File: src/rtl/ps2_key_encoder_if.sv
// rtl/ps2_key_encoder_if.sv - PS/2 pin inputs and key-event outputs of the encoder
interface ps2_key_encoder_if;
  logic        ps2_clk;
  logic        ps2_data;
  logic [10:0] ps2_key;
  logic        frame_err;

  modport master (
    output ps2_clk,
    output ps2_data,
    input  ps2_key,
    input  frame_err
  );

  modport slave (
    input  ps2_clk,
    input  ps2_data,
    output ps2_key,
    output frame_err
  );
endinterface

File: src/rtl/ps2_key_encoder.sv
// rtl/ps2_key_encoder.sv - PS/2 keyboard receiver producing {toggle, pressed, ext, code} events
module ps2_key_encoder #(
  parameter int FILTER      = 4,
  parameter int TIMEOUT_CYC = 4096
) (
  input  logic              clk_sys,
  input  logic              RESET_N,
  ps2_key_encoder_if.slave  bus
);

  localparam int FW = $clog2(FILTER) + 1;
  localparam int TW = $clog2(TIMEOUT_CYC + 1);
  localparam logic [FW-1:0] FCNT_MAX = FW'(FILTER - 1);
  localparam logic [TW-1:0] TMO_MAX  = TW'(TIMEOUT_CYC - 1);

  typedef enum logic [1:0] {IDLE, DATA, PARITY, STOP} state_t;

  state_t        state_q, state_d;
  logic          clk_s1_q, clk_s1_d, clk_s2_q, clk_s2_d;
  logic          dat_s1_q, dat_s1_d, dat_s2_q, dat_s2_d;
  logic          clk_filt_q, clk_filt_d, dat_filt_q, dat_filt_d;
  logic [FW-1:0] clk_cnt_q, clk_cnt_d, dat_cnt_q, dat_cnt_d;
  logic          clk_prev_q, clk_prev_d;
  logic [2:0]    bit_cnt_q, bit_cnt_d;
  logic [7:0]    shreg_q, shreg_d;
  logic          parity_q, parity_d;
  logic          ext_q, ext_d, rel_q, rel_d;
  logic [TW-1:0] tmo_q, tmo_d;
  logic [10:0]   key_q, key_d;
  logic          frame_err_q, frame_err_d;
  logic          fall, timeout, frame_valid;

  always_ff @(posedge clk_sys or negedge RESET_N) begin
    if (!RESET_N) begin
      state_q     <= IDLE;
      clk_s1_q    <= 1'b1;
      clk_s2_q    <= 1'b1;
      dat_s1_q    <= 1'b1;
      dat_s2_q    <= 1'b1;
      clk_filt_q  <= 1'b1;
      dat_filt_q  <= 1'b1;
      clk_cnt_q   <= '0;
      dat_cnt_q   <= '0;
      clk_prev_q  <= 1'b1;
      bit_cnt_q   <= '0;
      shreg_q     <= '0;
      parity_q    <= 1'b0;
      ext_q       <= 1'b0;
      rel_q       <= 1'b0;
      tmo_q       <= '0;
      key_q       <= '0;
      frame_err_q <= 1'b0;
    end else begin
      state_q     <= state_d;
      clk_s1_q    <= clk_s1_d;
      clk_s2_q    <= clk_s2_d;
      dat_s1_q    <= dat_s1_d;
      dat_s2_q    <= dat_s2_d;
      clk_filt_q  <= clk_filt_d;
      dat_filt_q  <= dat_filt_d;
      clk_cnt_q   <= clk_cnt_d;
      dat_cnt_q   <= dat_cnt_d;
      clk_prev_q  <= clk_prev_d;
      bit_cnt_q   <= bit_cnt_d;
      shreg_q     <= shreg_d;
      parity_q    <= parity_d;
      ext_q       <= ext_d;
      rel_q       <= rel_d;
      tmo_q       <= tmo_d;
      key_q       <= key_d;
      frame_err_q <= frame_err_d;
    end
  end

  // A filtered line only flips after FILTER straight samples disagreeing with it.
  always_comb begin
    clk_s1_d   = bus.ps2_clk;
    clk_s2_d   = clk_s1_q;
    dat_s1_d   = bus.ps2_data;
    dat_s2_d   = dat_s1_q;
    clk_filt_d = clk_filt_q;
    dat_filt_d = dat_filt_q;
    clk_cnt_d  = '0;
    dat_cnt_d  = '0;
    if (clk_s2_q != clk_filt_q) begin
      if (clk_cnt_q == FCNT_MAX) clk_filt_d = clk_s2_q;
      else                       clk_cnt_d  = clk_cnt_q + 1'b1;
    end
    if (dat_s2_q != dat_filt_q) begin
      if (dat_cnt_q == FCNT_MAX) dat_filt_d = dat_s2_q;
      else                       dat_cnt_d  = dat_cnt_q + 1'b1;
    end
    clk_prev_d = clk_filt_q;
  end

  assign fall        = clk_prev_q & ~clk_filt_q;
  assign timeout     = (state_q != IDLE) && (tmo_q == TMO_MAX) && !fall;
  assign frame_valid = dat_filt_q & (^{shreg_q, parity_q});

  always_comb begin
    state_d = state_q;
    if (fall) begin
      case (state_q)
        IDLE:    if (!dat_filt_q) state_d = DATA;
        DATA:    if (bit_cnt_q == 3'd7) state_d = PARITY;
        PARITY:  state_d = STOP;
        default: state_d = IDLE;
      endcase
    end else if (timeout) begin
      state_d = IDLE;
    end
  end

  always_comb begin
    bit_cnt_d   = bit_cnt_q;
    shreg_d     = shreg_q;
    parity_d    = parity_q;
    ext_d       = ext_q;
    rel_d       = rel_q;
    key_d       = key_q;
    frame_err_d = 1'b0;
    tmo_d       = (state_q == IDLE || fall || timeout) ? '0 : tmo_q + 1'b1;
    if (fall) begin
      case (state_q)
        IDLE:   bit_cnt_d = '0;
        DATA: begin
          shreg_d   = {dat_filt_q, shreg_q[7:1]};
          bit_cnt_d = bit_cnt_q + 1'b1;
        end
        PARITY: parity_d = dat_filt_q;
        default: begin
          if (!frame_valid) begin
            frame_err_d = 1'b1;
            ext_d       = 1'b0;
            rel_d       = 1'b0;
          end else begin
            case (shreg_q)
              8'hE0: ext_d = 1'b1;
              8'hF0: rel_d = 1'b1;
              // Controller responses carry no key information and reset any prefix.
              8'hFA, 8'hAA, 8'hEE, 8'hFE, 8'h00, 8'hFF: begin
                ext_d = 1'b0;
                rel_d = 1'b0;
              end
              default: begin
                key_d = {~key_q[10], ~rel_q, ext_q, shreg_q};
                ext_d = 1'b0;
                rel_d = 1'b0;
              end
            endcase
          end
        end
      endcase
    end else if (timeout) begin
      frame_err_d = 1'b1;
      ext_d       = 1'b0;
      rel_d       = 1'b0;
    end
  end

  assign bus.ps2_key   = key_q;
  assign bus.frame_err = frame_err_q;

endmodule

File: src/flat_wrapper.sv
// flat-port wrapper written by rule: the top's interface ports become plain ports
module ps2_key_encoder_flat 
#(
  parameter int FILTER      = 4,
  parameter int TIMEOUT_CYC = 4096
)
  (clk_sys, RESET_N, bus_ps2_clk, bus_ps2_data, bus_ps2_key, bus_frame_err);
  ps2_key_encoder_if bus_i ();
  input  logic clk_sys;
  input  logic RESET_N;
  input wire logic [$bits(bus_i.ps2_clk)-1:0] bus_ps2_clk;
  input wire logic [$bits(bus_i.ps2_data)-1:0] bus_ps2_data;
  output wire logic [$bits(bus_i.ps2_key)-1:0] bus_ps2_key;
  output wire logic [$bits(bus_i.frame_err)-1:0] bus_frame_err;
  assign bus_i.ps2_clk = bus_ps2_clk;
  assign bus_i.ps2_data = bus_ps2_data;
  assign bus_ps2_key = bus_i.ps2_key;
  assign bus_frame_err = bus_i.frame_err;
  ps2_key_encoder #(.FILTER(FILTER), .TIMEOUT_CYC(TIMEOUT_CYC)) u_core (.clk_sys(clk_sys), .RESET_N(RESET_N), .bus(bus_i));
endmodule
File: config.mk
export PLATFORM = sky130hd
export DESIGN_NAME = ps2_key_encoder_flat
export DESIGN_NICKNAME = d
export VERILOG_FILES = /design/src/rtl/ps2_key_encoder_if.sv /design/src/rtl/ps2_key_encoder.sv /design/src/flat_wrapper.sv
export SDC_FILE = /design/constraint.sdc
export NUM_CORES = 1
export LEC_CHECK = 0
export BUFFER_PORTS_ARGS = -buffer_cell sky130_fd_sc_hd__buf_2
export CORE_ASPECT_RATIO = 0.9
export CORE_MARGIN = 10
export CORE_UTILIZATION = 35
export CTS_CLUSTER_SIZE = 25
export DETAILED_ROUTE_END_ITERATION = 6
export PLACE_DENSITY = 0.58
export SETUP_SLACK_MARGIN = 0.15
export SYNTH_ARGS = -nofsm -noshare
export SYNTH_HDL_FRONTEND = slang
export SYNTH_SLANG_ARGS = --single-unit
export TNS_END_PERCENT = 10
File: constraint.sdc
create_clock -name clk_sys -period 6.15 [get_ports clk_sys]
set_input_delay 0.9225 -clock clk_sys [delete_from_list [all_inputs] [get_ports clk_sys]]
set_output_delay 0.9225 -clock clk_sys [all_outputs]
set_load 0.02 [all_outputs]
# ---- Word level (Yosys, flattened, before mapping)
# Index checks and enable logic that the tools add are counted.
# W data, S select, Z words.
dict set report word_totals {
  ff_bits 54
  inputBits 4
  elab_cells 95
}
dict set report op_classes {
  add_sub_neg 4
  eq_ne 20
  muxes 24
  n_bitwise 7
  reduce_logical 22
}
# cell count
set op_table {}
lappend op_table {{$eq A8 B8 Y1 const B} 7}
lappend op_table {{$add A13 B1 Y13 const B} 1}
lappend op_table {{$eq A13 B12 Y1 const B} 1}
lappend op_table {{$mux W13} 1}
lappend op_table {{$mux W3} 4}
lappend op_table {{$ne A3 B3 Y1 const B} 4}
lappend op_table {{$mux W1} 11}
lappend op_table {{$reduce_and A2 Y1} 5}
lappend op_table {{$add A3 B1 Y3 const B} 3}
lappend op_table {{$reduce_and A3 Y1} 3}
lappend op_table {{$reduce_xor A9 Y1} 1}
lappend op_table {{$logic_not A8 Y1} 1}
lappend op_table {{$mux W2} 4}
lappend op_table {{$reduce_or A8 Y1} 1}
lappend op_table {{$eq A3 B2 Y1 const B} 2}
lappend op_table {{$pmux W2 S3} 1}
lappend op_table {{$pmux W3 S2} 1}
lappend op_table {{$reduce_bool A2 Y1} 3}
lappend op_table {{$not A1 Y1} 5}
lappend op_table {{$pmux W1 S2} 2}
lappend op_table {{$reduce_and A4 Y1} 1}
lappend op_table {{$eq A3 B3 Y1 const B} 1}
lappend op_table {{$reduce_or A3 Y1} 1}
lappend op_table {{$and A1 B1 Y1} 2}
lappend op_table {{8 further kinds} 11}

# ---- Depth between registers and ports, before layout
dict set report depth {
  ltp_word 6
  depth_mapped 7
}

# ---- Least setup slack after synthesis
# No wires, ideal clock.
dict set report synth_path {
  kind {flip-flop to flip-flop}
  from {reg u_core.shreg_q[2]}
  to {reg u_core.key_q[1] (netlist: u_core.bus.ps2_key[1])}
  setup_time_ps 125
  t_arrival_ps 1921
  setup_slack_ps 4104
  stages_incl_launch_ff 8
  n_path_buf 2
  synth_period_minus_slack_ps 2046
  cell_sequence {dfrtp_1 -> buf_4 -> xor2_1 -> xnor3_2 -> mux2i_2 -> o211ai_2 -> buf_6 -> mux2_4}
}
dict set report synth_via {
  elab_chain_len 4
  elab_cells_between_ends 13
  classes_between {7 x eq/ne; 2 x bitwise; 4 x reduce/logical}
}
# element line_no
set synth_rtl {}
lappend synth_rtl {{start: declaration} ps2_key_encoder.sv:25} ;# logic [7:0] shreg_q, shreg_d;
lappend synth_rtl {{start signal: assignment} ps2_key_encoder.sv:65} ;# shreg_q <= shreg_d;
lappend synth_rtl {{$eq A8 B8 Y1 or $logic_not A8 Y1 (tied branches)} ps2_key_encoder.sv:137} ;# case (shreg_q)
lappend synth_rtl {{$reduce_or A8 Y1 (no source line)} --}
lappend synth_rtl {{$not A1 Y1 (no source line)} --}
lappend synth_rtl {{$reduce_and A4 Y1 (no source line) (*)} --}
lappend synth_rtl {{end signal: assignment} ps2_key_encoder.sv:70} ;# key_q <= key_d;
lappend synth_rtl {{end: declaration} ps2_key_encoder.sv:29} ;# logic [10:0] key_q, key_d;
# Mark *: on every way between the ends. The rest lies on a longest branch, timed or not.
# A chain may end at the register's enable or synchronous reset.

# ---- Final worst setup path
dict set report layout_path {
  from {reg u_core.shreg_q[4]}
  to {reg u_core.key_q[8] (netlist: u_core.bus.ps2_key[8])}
}
# Same word-level chain as after synthesis.

==> impl_metrics.ini <==
[run_status]
status = finished, final reports clean

[clock_tree]
clockRootBuffer = clkbuf_8
clk_latency_ps = 300
cts_buffers = 5
cts.path.max_buffers = 2
cts_tree = built
clk_pin_slew_ps = 90
postCtsHoldBufs = 0
cts_setup_buffers = 0
cts_resized = 0
cts_sinks = 54
htree_levels = 2

[setup_path]
worstPathRequired_ps = 6350
r2r_end = u_core.bus.ps2_key[8]
r2r_setup_slack_ps = 3790
rr_startpoint = u_core.shreg_q[4]
cp_max_fo = 12
crit_type = flip-flop to flip-flop
start_kind = flip-flop
critPathArrivalTime_ps = 2560
end_kind = flip-flop
worst-r2r-cell-count = 5

[timing]
setup_slack_ps = 3790
grt_setup_unrepaired = false
fmax_mhz = 424
worstMarginPinSlew_ps = 747
fin_setup_tns_ps = 0
finalCriticalPeriod_ps = 2360
setup-violations-final = 0
relSlewSlack_pct = 50.1
slew_viol_final = 0
finalHoldViolCount = 0
hold_ws_ps = 358
fin_crit_sh_pct = 38.4
clock_skew_ps = 3.66

[drt]
num_vias = 1483
drtIter0Drc = 42
viasPerCell = 4.78
drc = 0
routedWlPerCell_um = 12.5
wl_um = 3890
ant_nets = 0
firstDrtPassIters = 3

[synth]
syn_nets = 211
postSynthAreaPerCell_um2 = 12.6
yosysWarnings = 0
async_flop_share_pct = 100
synthesis.instances = 198
synth_edf_count = 0
seq_area_frac_synth_pct = 54.4
synth.distinct_cells = 40
netlist_area_um2 = 2500
synth_flop_cell = dfrtp_1
synth-seq-cells = 54

[placement]
gp_congestion = 0.672
postPlaceCellArea_um2 = 2670
dp_worst_setup_slack_ps = 3780
detailed_place_hpwl_um = 2710
numPortBuffers = 15

[floorplan]
fp.dieW_um = 109
rows = 29
dieArea_um2 = 10900
io_pins = 16
start_util_pct = 35.7
coreArea_um2 = 7000
fp.dieH_um = 100

[power_and_ir_drop]
ir_drop_uv = 111
power.leakage_nw = 1.32
power.total_mw = 1.12
powerDensity_nw_per_um2 = 406

[worst_hold_path]
hp-class = flip-flop to flip-flop
hold_path_end = u_core.dat_s2_q
worstHoldPathCells = 0
hp-start = u_core.dat_s1_q

[layout]
drive_above_1_share_pct = 26.7
diodes = 0
stdcell_area_um2 = 2770
syn2layout_area_growth_pct = 10.6
nets = 229

[grt]
grt_pass1_wl_um = 7380
overflow = 0
antenna_found_initial = 0
grt_usage_pct = 8.30
grt_pass1_vias = 1595
grt_max_degree = 55

[job]
drv_cap = 0
==> sequential cells by signal, indices dropped and copies added (netlist names) <==
signal	cells
u_core.clk_s2_q	1
u_core.dat_s2_q	1
u_core.bit_cnt_q	3
u_core.shreg_q	8
u_core.ext_q	1
u_core.state_q	2
u_core.dat_s1_q	1
u_core.clk_cnt_q	3
u_core.clk_filt_q	1
u_core.bus.ps2_key	11
u_core.dat_filt_q	1
u_core.clk_prev_q	1
u_core.dat_cnt_q	3
u_core.parity_q	1
u_core.bus.frame_err	1
u_core.tmo_q	13
u_core.rel_q	1
u_core.clk_s1_q	1
==> how the worst max path moves through the flow <==
stage | from | end
2_1_floorplan | u_core.shreg_q[2] | u_core.bus.ps2_key[1]
3_3_place_gp | u_core.shreg_q[4] | u_core.bus.ps2_key[3]
3_5_place_dp | u_core.shreg_q[4] | u_core.bus.ps2_key[8]
4_1_cts | u_core.shreg_q[4] | u_core.bus.ps2_key[8]
5_1_grt | u_core.shreg_q[4] | u_core.bus.ps2_key[8]
6_report | u_core.shreg_q[4] | u_core.bus.ps2_key[8]
==> logic make-up after synthesis <==
group	count (synthesis)	share of synthesized area [%]
XOR/XNOR	17	7.15
multiplexers	25	12.4
adder cells (fa/ha/maj)	9	4.50
AND/OR/NAND/NOR	61	13.7
AO/OA/AOI/OAI	21	5.50
buffers and inverters	11	2.40
flip-flops	54	54.4
==> synthesized netlist by cell type, drive strengths merged (2+ instances only) <==
cell type / number / area share [%]
a21oi: 4 / 0.80
a32o: 3 / 1.2
and2: 2 / 0.50
and3: 2 / 0.55
and4: 4 / 1.4
buf: 3 / 1.2
clkbuf: 4 / 0.60
dfrtp: 47 / 47
dfstp: 7 / 7.4
ha: 9 / 4.5
inv: 4 / 0.60
mux2: 21 / 11
mux2i: 4 / 1.8
nand2: 10 / 1.5
nand2b: 2 / 0.50
nand3: 6 / 1.2
nand4: 3 / 0.75
nor2: 10 / 1.5
nor2b: 3 / 0.75
nor3: 5 / 1.0
nor3b: 6 / 1.8
nor4: 3 / 0.75
o21ai: 9 / 1.8
or3: 2 / 0.50
xnor2: 8 / 2.8
xor2: 7 / 2.5
==> layout make-up <==
| class | count | area [um^2] |
|---|---|---|
| clock buffers | 6 | 82.6 |
| clock inverters | 2 | 12.5 |
| well taps | 93 | 116 |
| repair buffers | 18 | 97.6 |
| flip-flops and latches | 54 | 1360 |
| inverters | 4 | 15.0 |
| multi-input cells | 133 | 1080 |
| fillers | 677 | 4240 |
==> report_power, final <==
part | internal (mW) | switching (mW) | total, mW
Clock | 0.0906 | 0.112 | 0.203
Combinational | 0.203 | 0.196 | 0.399
Sequential | 0.439 | 0.0808 | 0.520
Total | 0.733 | 0.389 | 1.12
==> layer usage <==
layer / track usage (%) / vias to the layer above / part of all wire (%)
li1: - / 739 / -
met1: 10.7 / 718 / 49
met2: 12.4 / 19 / 44
met3: 2.37 / 7 / 5.0
met4: 3.95 / 0 / 1.9
met5: 0 / - / 0
==> placed cells by master (no fill, tap or decap), drive strengths merged, types with 3 or more instances in the layout <==
| cell type | netlist | routed |
|---|---|---|
| a21oi | 4 | 4 |
| a32o | 3 | 3 |
| and4 | 4 | 4 |
| buf | 3 | 18 |
| clkbuf | 4 | 6 |
| dfrtp | 47 | 47 |
| dfstp | 7 | 7 |
| ha | 9 | 9 |
| inv | 4 | 4 |
| mux2 | 21 | 21 |
| mux2i | 4 | 4 |
| nand2 | 10 | 10 |
| nand3 | 6 | 6 |
| nand4 | 3 | 3 |
| nor2 | 10 | 10 |
| nor2b | 3 | 3 |
| nor3 | 5 | 5 |
| nor3b | 6 | 6 |
| nor4 | 3 | 3 |
| o21ai | 9 | 9 |
| xnor2 | 8 | 8 |
| xor2 | 7 | 7 |
==> worst max-delay path, cell delays in order (launching register included) <==
cell and delay (ps):
dfrtp_1 550, xor2_1 180, xnor3_2 490, mux2i_2 260, o211ai_2 360, mux2_4 400
==> metrics by stage <==
step	util (%)	instances
final	39.5	310
after global routing	39.5	310
after CTS	39.5	310
after detailed placement	38.1	302
after global placement	38.1	302
after floorplan	-	198
(Power assumes the default switching activity.)
